`src/rtl/serial_adder_ctrl.sv`:
```
// serial_adder_ctrl: WIDTH-bit adder built from one 4-bit slice, sequenced over
// DIGITS = WIDTH/4 cycles, least-significant nibble first.
//
// Optional build macro: SERIAL_ADDER_SUB_EN adds a 'sub' input. When it is
// high at the accept edge, y is inverted and the initial carry forced to 1,
// giving x - y (c_out = 1 means no borrow).
//
// Ports:
//   clk        system clock, rising edge
//   reset      synchronous active-high reset
//   in_valid   operands x, y, c_in valid
//   in_ready   controller idle and able to accept (registered)
//   x, y       WIDTH-bit operands
//   c_in       carry into the least-significant digit
//   sub        (SERIAL_ADDER_SUB_EN only) subtract select
//   out_valid  s and c_out valid (registered)
//   out_ready  consumer accepts the result
//   s          sum modulo 2^WIDTH
//   c_out      carry out of the most-significant digit
module serial_adder_ctrl #(
  parameter int unsigned WIDTH = 16
) (
  input  logic             clk,
  input  logic             reset,
  input  logic             in_valid,
  output logic             in_ready,
  input  logic [WIDTH-1:0] x,
  input  logic [WIDTH-1:0] y,
  input  logic             c_in,
`ifdef SERIAL_ADDER_SUB_EN
  input  logic             sub,
`endif
  output logic             out_valid,
  input  logic             out_ready,
  output logic [WIDTH-1:0] s,
  output logic             c_out
);

  localparam int unsigned DIGITS = WIDTH / 4;
  localparam int unsigned CNT_W  = (DIGITS > 1) ? $clog2(DIGITS) : 1;

  typedef enum logic [1:0] {IDLE, RUN, DONE} state_t;

  state_t             state_q, state_d;
  logic [CNT_W-1:0]   cnt_q, cnt_d;
  logic               carry_q, carry_d;
  logic [WIDTH-1:0]   x_sh_q, x_sh_d;
  logic [WIDTH-1:0]   y_sh_q, y_sh_d;
  logic [WIDTH-1:0]   res_q, res_d;
  logic               c_out_q, c_out_d;
  logic               in_ready_q, in_ready_d;
  logic               out_valid_q, out_valid_d;
  logic [4:0]         slice_sum;
  logic [WIDTH-1:0]   y_lat;
  logic               carry_lat;

  // Operand conditioning at latch time (subtract = add inverted y plus one).
  always_comb begin
    y_lat     = y;
    carry_lat = c_in;
`ifdef SERIAL_ADDER_SUB_EN
    if (sub) begin
      y_lat     = ~y;
      carry_lat = 1'b1;
    end
`endif
  end

  // The single 4-bit adder slice.
  assign slice_sum = 5'(x_sh_q[3:0]) + 5'(y_sh_q[3:0]) + 5'(carry_q);

  // Next-state and datapath logic.
  always_comb begin
    state_d = state_q;
    cnt_d   = cnt_q;
    carry_d = carry_q;
    x_sh_d  = x_sh_q;
    y_sh_d  = y_sh_q;
    res_d   = res_q;
    c_out_d = c_out_q;

    case (state_q)
      IDLE: begin
        if (in_valid) begin
          x_sh_d  = x;
          y_sh_d  = y_lat;
          carry_d = carry_lat;
          cnt_d   = '0;
          state_d = RUN;
        end
      end
      RUN: begin
        // Result fills from the top so the first digit ends up in bits [3:0].
        res_d   = {slice_sum[3:0], res_q[WIDTH-1:4]};
        carry_d = slice_sum[4];
        x_sh_d  = x_sh_q >> 4;
        y_sh_d  = y_sh_q >> 4;
        cnt_d   = cnt_q + CNT_W'(1);
        if (cnt_q == CNT_W'(DIGITS - 1)) begin
          state_d = DONE;
          c_out_d = slice_sum[4];
        end
      end
      DONE: begin
        if (out_ready) state_d = IDLE;
      end
      default: state_d = IDLE;
    endcase

    // Handshake flags are registered copies of the next state decode.
    in_ready_d  = (state_d == IDLE);
    out_valid_d = (state_d == DONE);
  end

  // State register with synchronous reset.
  always_ff @(posedge clk) begin
    if (reset) begin
      state_q     <= IDLE;
      cnt_q       <= '0;
      carry_q     <= 1'b0;
      x_sh_q      <= '0;
      y_sh_q      <= '0;
      res_q       <= '0;
      c_out_q     <= 1'b0;
      in_ready_q  <= 1'b1;
      out_valid_q <= 1'b0;
    end else begin
      state_q     <= state_d;
      cnt_q       <= cnt_d;
      carry_q     <= carry_d;
      x_sh_q      <= x_sh_d;
      y_sh_q      <= y_sh_d;
      res_q       <= res_d;
      c_out_q     <= c_out_d;
      in_ready_q  <= in_ready_d;
      out_valid_q <= out_valid_d;
    end
  end

  assign in_ready  = in_ready_q;
  assign out_valid = out_valid_q;
  assign s         = res_q;
  assign c_out     = c_out_q;

endmodule

```
`config.mk`:
```
export PLATFORM = sky130hd
export DESIGN_NAME = serial_adder_ctrl
export DESIGN_NICKNAME = d
export VERILOG_FILES = /design/src/rtl/serial_adder_ctrl.sv
export SDC_FILE = /design/constraint.sdc
export NUM_CORES = 1
export LEC_CHECK = 0
export BUFFER_PORTS_ARGS = -buffer_cell sky130_fd_sc_hd__clkbuf_2
export CORE_MARGIN = 4
export CORE_UTILIZATION = 55
export CTS_BUF_LIST = sky130_fd_sc_hd__clkbuf_8
export DETAILED_ROUTE_END_ITERATION = 8
export GPL_TIMING_DRIVEN = 1
export PLACE_DENSITY = 0.79
export SYNTH_ARGS = -nofsm -noshare
export SYNTH_HDL_FRONTEND = slang
export SYNTH_SLANG_ARGS = --single-unit
```
`constraint.sdc`:
```
create_clock -name clk -period 3 [get_ports clk]
set_clock_uncertainty 0.1 [all_clocks]
set_input_delay 0.15 -clock clk [delete_from_list [all_inputs] [get_ports clk]]
set_output_delay 0.15 -clock clk [all_outputs]
set_load 0.01 [all_outputs]
```
# After elaboration in Yosys (flattened, before gate mapping)
# Cells that the tools add are included.
[totals]
ramBits = 0
register_bits = 56
mem_bits_ro = 0
out_inout_bits = 19
latchBits = 0
wordCells = 34
inputBits = 37
mem_count = 0
[classes]
bitwise_logic = 0
add_sub_neg = 3
n_reduce_logical = 5
n_mul = 0
n_div = 0
n_eq_ne = 5
shift = 0
n_lt_le_gt_ge = 0
muxes = 12
[op_table]
columns = ["cell", "count"]
rows = [
  ["$pmux W16 S2", 2],
  ["$mux W16", 2],
  ["$mux W2", 4],
  ["$eq A2 B2 Y1 const B", 3],
  ["$pmux W2 S3", 1],
  ["$add A4 B4 Y5", 1],
  ["$add A5 B1 Y5", 1],
  ["$logic_not A2 Y1", 2],
  ["$pmux W2 S2", 1],
  ["$reduce_and A2 Y1", 2],
  ["$add A2 B1 Y2 const B", 1],
  ["$eq A2 B1 Y1 const B", 1],
  ["$ne A2 B2 Y1 const B", 1],
  ["$pmux W1 S2", 1],
  ["$reduce_bool A2 Y1", 1],
  ["$mux W1", 1],
]

# Depth between registers and ports, before layout
# Gate-level depths: netlist (run 1).
[depth]
ltp_word = 4
depth_mapped = 7
mapped_depth_nobuf = 7

# Worst setup path before layout (run 1)
# No wires, ideal clock.
[synth_path]
kind = "reg2reg"
start = "register carry_q"
end = "register c_out_q, in the netlist c_out"
path_buffers = 0
path_slack_ns = 1.366
t_required_ns = 2.809
stages_incl_launch_ff = 8
t_arrival_ns = 1.443
synth_period_minus_slack_ns = 1.634
setup_time_ns = 0.091
cell_sequence = "dfxtp_1 > fa_1 > inv_1 > fa_1 > nor2b_1 > o21a_1 > nor2_1 > a311oi_1"
[synth_between]
elab_chain_cells = 1
[synth_lines]
columns = ["item", "line", "source"]
rows = [
  ["start: declaration", "46", "logic carry_q, carry_d;"],
  ["start signal: assignment", "130", "carry_q <= carry_d;"],
  ["$add A5 B1 Y5", "70", "assign slice_sum = 5'(x_sh_q[3:0]) + 5'(y_sh_q[3:0]) + 5'(carry_q);"],
  ["end signal: assignment", "134", "c_out_q <= c_out_d;"],
  ["end: declaration", "50", "logic c_out_q, c_out_d;"],
]
# No other way between the ends.
# A chain may end at the register's enable or synchronous reset.

# Final worst setup path (run 1)
[layout_path]
start = "register state_q[1]"
end = "register res_q[9], in the netlist s[9]"
[layout_between]
elab_chain_cells = 1
[layout_lines]
columns = ["item", "line", "source"]
rows = [
  ["start: declaration", "44", "state_t state_q, state_d;"],
  ["start signal: assignment", "128", "state_q <= state_d;"],
  ["$eq A2 B1 Y1", "82", "case (state_q)"],
  ["end signal: assignment", "133", "res_q <= res_d;"],
  ["end: declaration", "49", "logic [WIDTH-1:0] res_q, res_d;"],
]
# No other way between the ends.

==> results of run 1 <==
Yosys cell counts, types with 2 or more instances:
cell	count
nand2_1	78
ha_1	4
a21o_1	2
nor2_1	39
a311oi_1	25
fa_1	2
a211oi_1	3
a22oi_1	10
dfxtp_1	56
inv_1	3
a21oi_1	19
nor2b_1	2
clkbuf_1	7
buf_2	12
cell families after synthesis:
logic type | synth area share (%)
compound gates | 19.3
buf+inv | 5.10
fa+ha+maj | 3.95
xor+xnor | 0.384
simple gates | 22.2
flops | 49.1
layout by cell type, fill, tap and decap left out:
cell type       n
a311oi_1       25
buf_4           4
nand3_1         1
xnor2_1         1
nor2b_4         1
clkbuf_8        6
nand3b_1        1
nand2b_1        1
nor2b_1         1
a22oi_1        10
a21o_1          2
clkinv_2        2
nand4b_1        1
inv_1           3
a21oi_1        19
fa_1            2
nand2_1        78
or2_1           1
dlygate4sd3_1  32
o21ai_0         1
o21a_1          1
nor2_1         38
nor3b_2         1
a211oi_1        3
nor2_4          1
or4_1           1
clkbuf_2       55
dfxtp_1        56
ha_1            4
where the power goes:
part,switching [mW],internal (mW),leakage [nW],total (mW)
registers,0.0286,0.790,0.460,0.818
clock network,0.237,0.185,0.0510,0.422
logic,0.123,0.108,0.759,0.231
total,0.389,1.08,1.27,1.47
worst min path at each step:
stage                   start          to  slack (ns)  depth (start not counted)
global route             c_in     carry_q        0.06                          3
floorplan               x[12]  x_sh_q[12]        0.20                          2
finish                   c_in     carry_q        0.05                          3
detailed placement      y[13]  y_sh_q[13]        0.29                          3
global placement        y[13]  y_sh_q[13]        0.28                          3
CTS                 out_ready   out_valid        0.04                          4
what timing repair did:
action,in CTS,in global routing
hold buffers,32,0
setup endpoints to repair,0,0
endpoints found under the hold margin,32,0
worst max-delay path: cells and delay by family (launching register included):
family                 cells  cell delay, ns
AO/OA/AOI/OAI              1            0.17
buffers and inverters      1            0.34
flip-flops                 1            0.50
AND/OR/NAND/NOR            2            0.88
stage by stage:
| stage | area [um^2] | utilization (%) | hold slack, ns | worst slack, ns |
|---|---|---|---|---|
| after floorplan | 2280 | - | 0.198 | 1.37 |
| after global placement | 2560 | 64.0 | 0.284 | 1.03 |
| after detailed placement | 2560 | 64.0 | 0.293 | 0.952 |
| after CTS | 2970 | 74.3 | 0.0396 | 0.902 |
| after global routing | 2970 | 74.3 | 0.0588 | 0.695 |
| final | 2970 | 74.3 | 0.0497 | 0.926 |
registers in the layout, indices dropped and copies added (netlist names):
name / flops
s: 16
x_sh_q: 16
y_sh_q: 16
cnt_q: 2
state_q: 2
c_out: 1
carry_q: 1
in_ready: 1
out_valid: 1
routing by layer:
| metal | vias to the layer above | share of wire, % | routed length, um |
|---|---|---|---|
| met1 | 981 | 42 | 2270 |
| met4 | 0 | 3.0 | 162 |
| met2 | 65 | 48 | 2550 |
| li1 | 1092 | - | - |
| met3 | 16 | 7.1 | 382 |
| met5 | - | 0 | 0 |
area by class of cell:
type | count | share of cell area, %
clock buffers | 6 | 2.78
clock inverters | 2 | 0.337
inverters | 3 | 0.379
multi-input cells | 194 | 35.6
flip-flops and latches | 56 | 37.7
well taps | 50 | 2.11
repair buffers | 91 | 21.1
==> impl_results.rst, run 1 <==
.. list-table::
   :header-rows: 1

   * - Metric
     - Value
   * - Status
     - complete, no violations
   * - Floorplan row count
     - 23
   * - Part of the cycle the worst path needs
     - 69.1%
   * - Highest-delay cell along the critical path
     - nand2b_1
   * - Unrepaired setup endpoints after global routing
     - no
   * - Detailed-route vias per instance
     - 5.36
   * - Met3 track utilization from global routing
     - 6.65%
   * - Placed cell count
     - 362
   * - Post-synthesis cell type count
     - 26
   * - Placeable Area
     - 0.00400 mm^2
   * - CTS clk-pin slew, worst paths
     - 0.10 ns
   * - Max FO, Critical Path
     - 26
   * - Critical-path cell list
     - nand2b_1, buf_4, nand2_1, a21oi_1
   * - Final total power
     - 1.47 mW
   * - CP Launch Point
     - state_q[1]
   * - Pin slew with the least headroom to its limit
     - 0.973 ns
   * - Height of the die
     - 72.4 um
   * - Biggest area contributors in the synthesized netlist
     - dfxtp_1 (49%), nand2_1 (13%), a311oi_1 (9.6%), nor2_1 (6.4%), a21oi_1 (4.2%)
   * - Cts bufs inserted
     - 5
   * - Synthesized instance count
     - 274
   * - NumNets Final
     - 394
   * - Peak supply drop
     - 0.411 mV
   * - Synthesized area
     - 0.00228 mm^2
   * - Total wire length after detailed routing
     - 5370 um
   * - Data arrival time of the critical path
     - 2.21 ns
   * - Number of warnings reported in the yosys synthesis log
     - 0
   * - Starting utilization of the core area
     - 57.0%
   * - Drt wl/cell
     - 13.4 um
   * - FFs w/ async S/R, synth
     - 0%
   * - Worst slew margin relative to its limit
     - 35.1%
   * - EDFF count, synth
     - 0
   * - Buffers from clock root to sink, at most
     - 2
   * - Number of max-slew violations in the final report
     - 0
   * - Portion of synthesized cell area occupied by the leading cell type
     - 49.1%
   * - Maximum number of pins on one net before global-route repair
     - 50
   * - Clock root buffer
     - clkbuf_8
   * - Met2 Resource Use GR
     - 34.0%
   * - Number of input and output port buffers inserted
     - 55
   * - Final number of hold-violating endpoints
     - 0
   * - Clock Sinks
     - 56
   * - Capture instance of the worst register-to-register path
     - s[9]
   * - Syn_nets
     - 317
   * - FF-to-FF path depth
     - 4
   * - Die outline area
     - 0.00524 mm^2
   * - Reg-to-reg startpoint
     - state_q[1]
   * - Largest area contributor in the synthesized netlist
     - dfxtp_1
   * - Setup TNS
     - 0 ns
   * - Number of detailed-routing iterations run before antenna repair
     - 4
   * - Final number of setup-violating endpoints
     - 0
   * - Required time at the endpoint of the critical path
     - 3.13 ns
   * - Kind of start point of the critical path
     - flip-flop
   * - Count of routing violations after the opening detailed-route iteration
     - 87
   * - Detailed-route DRC error count
     - 0
   * - Global Route Usage Sum
     - 21.5%
   * - Count of nets left with antenna violations after detail routing
     - 0
   * - Highest-utilization routing layer at the global route stage
     - met2
   * - Buffers inserted during post-CTS setup optimization
     - 0
   * - Critical Path Sink
     - s[9]
   * - Area overhead of the layout relative to synthesis
     - 30.3%
   * - Area of combinational cells with multiple inputs
     - 0.00106 mm^2
   * - Sequential standard cell area
     - 0.00112 mm^2
   * - Static Leakage
     - 1.27 nW
   * - Share of cells above drive strength 1
     - 19.9%
   * - Overflow left after global routing
     - 0
   * - Dominant register cell in the synthesized netlist
     - dfxtp_1
   * - Resized cells post-CTS
     - 0
   * - Worst-skew pair later-pin latency
     - 0.31 ns
   * - Wire length of the first global-routing pass
     - 8960 um
   * - Worst hold-check path type
     - input port to flip-flop
   * - RD Place Congestion
     - 0.726
   * - Post-layout min period
     - 2.07 ns
   * - Worst setup path class
     - flip-flop to flip-flop
   * - Clock tree from TritonCTS
     - yes
   * - Filler Cells Inserted
     - 308
   * - P per Cell Area
     - 495 mW/mm^2
   * - Total number of vias
     - 2154
   * - Initial antenna violation count
     - 0
   * - Via count of the first global-routing pass
     - 2007
   * - Number of inserted diodes
     - 0
   * - Ports placed on the boundary
     - 56
   * - Register-to-register setup slack
     - 0.93 ns
   * - Flip-flop and latch count after synthesis
     - 56
   * - Sequential share of the synthesized area
     - 49.1%
   * - Sum of net half-perimeters after detailed placement
     - 3170 um
   * - Maximum clock rate
     - 482 MHz
   * - Sort of element at the end of the critical path
     - flip-flop
   * - Max Cap Viol
     - 0
   * - Met1 track utilization from global routing
     - 27.0%
   * - Maximum single-stage delay on the critical path
     - 0.80 ns
   * - Final cell count without fillers
     - 402
   * - H-tree Lvls
     - 2
   * - Die width
     - 72.4 um
   * - Average cell area after synthesis
     - 8.32 um^2
(Power assumes the default switching activity.)
==> run 2, diff against run 1 <==
--- a/config.mk
+++ b/config.mk
@@ -5,13 +5,14 @@
 export SDC_FILE = /design/constraint.sdc
 export NUM_CORES = 1
 export LEC_CHECK = 0
+export ABC_AREA = 1
 export BUFFER_PORTS_ARGS = -buffer_cell sky130_fd_sc_hd__clkbuf_2
 export CORE_MARGIN = 4
 export CORE_UTILIZATION = 55
 export CTS_BUF_LIST = sky130_fd_sc_hd__clkbuf_8
 export DETAILED_ROUTE_END_ITERATION = 8
 export GPL_TIMING_DRIVEN = 1
-export PLACE_DENSITY = 0.79
+export PLACE_DENSITY = 0.78
 export SYNTH_ARGS = -nofsm -noshare
 export SYNTH_HDL_FRONTEND = slang
 export SYNTH_SLANG_ARGS = --single-unit
==> constraint.sdc (replaced) <==
create_clock -name clk -period 2 [get_ports clk]
set_clock_uncertainty 0.1 [all_clocks]
set_input_delay 0.1 -clock clk [delete_from_list [all_inputs] [get_ports clk]]
set_output_delay 0.1 -clock clk [all_outputs]
set_load 0.01 [all_outputs]
==> run 2 against run 1 <==
First-iteration DRC count increased by 60%. Power grew 57%. Hold slack worse by 0.044 ns. Register-to-register slack worse by 0.64 ns. Area after synthesis rose by 6.6%.
==> impl_results.rst, run 2 <==
.. list-table::
   :header-rows: 1

   * - Metric
     - Value
   * - Status
     - complete, no violations
   * - Launch instance of the worst min-delay path
     - x[8]
   * - Final number of setup-violating endpoints
     - 0 (unchanged)
   * - Die outline area
     - 0.00555 mm^2 (+5.9%)
   * - Max Cap Viol
     - 0 (unchanged)
   * - Share of cells above drive strength 1
     - 17.9% (-2.0 points)
   * - Resized cells post-CTS
     - 0 (unchanged)
   * - Number of detailed-routing iterations run before antenna repair
     - 4 (unchanged)
   * - H-tree Lvls
     - 2 (unchanged)
   * - Buffers from clock root to sink, at most
     - 2 (unchanged)
   * - Capture instance of the worst register-to-register path
     - carry_q
   * - NumNets Final
     - 449 (+14%)
   * - Portion of synthesized cell area occupied by the leading cell type
     - 46.1% (-3.1 points)
   * - Floorplan row count
     - 23 (unchanged)
   * - Total wire length after detailed routing
     - 5220 um (-2.9%)
   * - Kind of start point of the critical path
     - flip-flop
   * - Average cell area after synthesis
     - 6.97 um^2 (-16%)
   * - Flip-flop and latch count after synthesis
     - 56 (unchanged)
   * - Worst path top cell family by delay
     - adder cells
   * - Total number of vias
     - 2259 (+4.9%)
   * - Count of routing violations after the opening detailed-route iteration
     - 139 (+60%)
   * - Worst hold-check path type
     - input port to flip-flop
   * - Synthesized instance count
     - 349 (+27%)
   * - Unrepaired setup endpoints after global routing
     - no
   * - Sum of net half-perimeters after detailed placement
     - 3470 um (+9.5%)
   * - Hold path depth
     - 5 (+2)
   * - Via count of the first global-routing pass
     - 2112 (+5.2%)
   * - Worst-case hold path end point
     - x_sh_q[8]
   * - Count of nets left with antenna violations after detail routing
     - 0 (unchanged)
   * - Final number of hold-violating endpoints
     - 0 (unchanged)
   * - Height of the die
     - 74.5 um (+2.9%)
   * - Die width
     - 74.5 um (+2.9%)
   * - Number of warnings reported in the yosys synthesis log
     - 0 (unchanged)
   * - Starting utilization of the core area
     - 58.7% (+1.7 points)
   * - Dominant register cell in the synthesized netlist
     - dfxtp_1
   * - Worst slew margin relative to its limit
     - 63.1% (+28 points)
   * - Max FO, Critical Path
     - 3 (-88%)
   * - Sort of element at the end of the critical path
     - flip-flop
   * - Wire length of the first global-routing pass
     - 8850 um (-1.2%)
   * - Final cell count without fillers
     - 457 (+14%)
   * - Number of inserted diodes
     - 0 (unchanged)
   * - Placed cell count
     - 439 (+21%)
   * - Initial antenna violation count
     - 0 (unchanged)
   * - Part of the cycle the worst path needs
     - 85.6% (+16 points)
   * - Peak supply drop
     - 0.491 mV (+19%)
   * - Detailed-route vias per instance
     - 4.94 (-7.7%)
   * - Most frequent cells in the layout
     - nand2_1 (149), dfxtp_1 (56), clkbuf_2 (55), a21oi_1 (42), nor2_1 (35)
   * - Critical-path cell list
     - fa_1, inv_1, fa_1, inv_1, nand2_1, nand2_1, nand2_1, nor2_1, nor2_1, nor2_1
   * - Maximum number of pins on one net before global-route repair
     - 46 (-8.0%)
   * - Area of combinational cells with multiple inputs
     - 0.00115 mm^2 (+8.4%)
   * - Clock root buffer
     - clkbuf_8
   * - CTS clk-pin slew, worst paths
     - 0.10 ns (about the same)
   * - Ports placed on the boundary
     - 56 (unchanged)
   * - Synthesized area
     - 0.00243 mm^2 (+6.6%)
   * - Post-layout min period
     - 1.71 ns (-0.362 ns)
   * - FFs w/ async S/R, synth
     - 0% (unchanged)
   * - RD Place Congestion
     - 0.865 (+19%)
   * - Setup TNS
     - 0 ns (unchanged)
   * - Buffering stage count on the worst path with inverters included
     - 2 (+1)
   * - Clock tree from TritonCTS
     - yes
   * - Filler Cells Inserted
     - 366 (+19%)
   * - Sequential standard cell area
     - 0.00112 mm^2 (unchanged)
   * - Area overhead of the layout relative to synthesis
     - 19.2%
   * - Data arrival time of the critical path
     - 1.81 ns (-0.40 ns)
   * - Sequential share of the synthesized area
     - 46.1% (-3.1 points)
   * - Reg-to-reg startpoint
     - carry_q
   * - Required time at the endpoint of the critical path
     - 2.10 ns (-1.03 ns)
   * - Worst-skew pair later-pin latency
     - 0.31 ns (about the same)
   * - Maximum clock rate
     - 584 MHz (+21%)
   * - P per Cell Area
     - 799 mW/mm^2 (+61%)
   * - Biggest area contributors in the synthesized netlist
     - dfxtp_1 (46%), nand2_1 (23%), a21oi_1 (8.6%), nor2_1 (5.4%), o21ai_0 (3.7%)
   * - EDFF count, synth
     - 0 (unchanged)
   * - Static Leakage
     - 1.40 nW (+10%)
   * - Register-to-register setup slack
     - 0.29 ns (-0.64 ns)
   * - Post-synthesis cell type count
     - 19 (-27%)
   * - Worst setup path class
     - flip-flop to flip-flop
   * - Largest area contributor in the synthesized netlist
     - dfxtp_1
   * - Maximum single-stage delay on the critical path
     - 0.46 ns (-0.34 ns)
   * - Pin slew with the least headroom to its limit
     - 0.552 ns (-0.422 ns)
   * - Overflow left after global routing
     - 0 (unchanged)
   * - Placeable Area
     - 0.00414 mm^2 (+3.6%)
   * - Detailed-route DRC error count
     - 0 (unchanged)
   * - Worst hold slack across all endpoints
     - 0.00568 ns (-0.0441 ns)
   * - Cts bufs inserted
     - 5 (unchanged)
   * - Number of input and output port buffers inserted
     - 55 (unchanged)
   * - Most repeated cell in the gate-level netlist after synthesis
     - nand2_1
   * - Most common cell after layout, fill and taps aside
     - nand2_1
   * - Clock Sinks
     - 56 (unchanged)
   * - Number of max-slew violations in the final report
     - 0 (unchanged)
   * - Commonest cells post-synth
     - nand2_1 (149), dfxtp_1 (56), a21oi_1 (42), nor2_1 (35), o21ai_0 (18)
   * - Global Route Usage Sum
     - 19.9% (-1.5 points)
   * - Highest-delay cell along the critical path
     - fa_1
   * - Drt wl/cell
     - 11.4 um (-15%)
   * - Syn_nets
     - 392 (+24%)
   * - Utilization of the core after routing
     - 70.0% (-4.3 points)
   * - FF-to-FF path depth
     - 10 (+6)
## run 2: cell count changes after synthesis, moves of 3 or more
cell      previous run  this run
buf_2               12         6
inv_1                3        12
buf_4                1         4
o21ai_0              1        18
a21oi_1             19        42
a22oi_1             10         0
a311oi_1            25         0
nand3_1              1         5
nand2_1             78       149
a211oi_1             3         0
nor2_1              39        35
## run 2: per-layer routing
metal / vias up / global-route usage (%) / wire (um)
li1: 1206 / - / -
met1: 1010 / 25.0 / 2470
met3: 4 / 5.00 / 255
met2: 39 / 34.8 / 2450
met5: - / 0 / 0
met4: 0 / 3.75 / 38
## run 2: worst reg2reg max path: cells and delay by family, from the launching register on
kind,cells,cell delay (ns)
adder cells (fa/ha/maj),2,0.64
AND/OR/NAND/NOR,6,0.38
flip-flops,1,0.34
buffers and inverters,2,0.13
## run 2: what timing repair did
action / 4_1_cts / 5_1_grt
hold buffers: 10 / 0
endpoints found under the hold margin: 11 / 0
setup buffers: 0 / 0
setup endpoints to repair: 0 / 0
## run 2: worst max-delay path by stage
stage | from | endpoint | slack [ns] | depth (start not counted)
floorplan | carry_q | carry_q | 0.43 | 10
global placement | carry_q | carry_q | 0.38 | 10
detailed placement | carry_q | carry_q | 0.30 | 10
CTS | carry_q | carry_q | 0.28 | 10
global route | state_q[0] | in_ready | 0.19 | 5
finish | carry_q | carry_q | 0.29 | 10
## run 2: power breakdown
part / internal [mW] / switching [mW] / total, mW
logic: 0.144 / 0.210 / 0.355
clock network: 0.371 / 0.360 / 0.731
registers: 1.19 / 0.0427 / 1.23
total: 1.70 / 0.613 / 2.32
## run 2: area by class of cell
type	count	share of cell area, %
Clock buffer	5	2.37
Clock inverter	3	1.47
Inverter	15	2.03
Multi-Input combinational cell	260	39.6
Sequential cell	56	38.7
Tap cell	50	2.16
Timing Repair Buffer	68	13.7
## run 2: logic make-up after synthesis
logic type	share of synthesized area, %
buffers and inverters	6.74
adders and majority gates	3.70
AOI/OAI and AO/OA	12.3
and+or+nand+nor	31.1
DFF	46.1
## run 2: stage by stage
step	setup slack [ns]	cell area, um^2	total power [mW]
3_5_place_dp	0.304	2690	1.60
6_report	0.288	2900	2.32
3_3_place_gp	0.376	2690	1.59
2_1_floorplan	0.428	2430	1.49
4_1_cts	0.282	2900	2.33
5_1_grt	0.195	2900	2.45
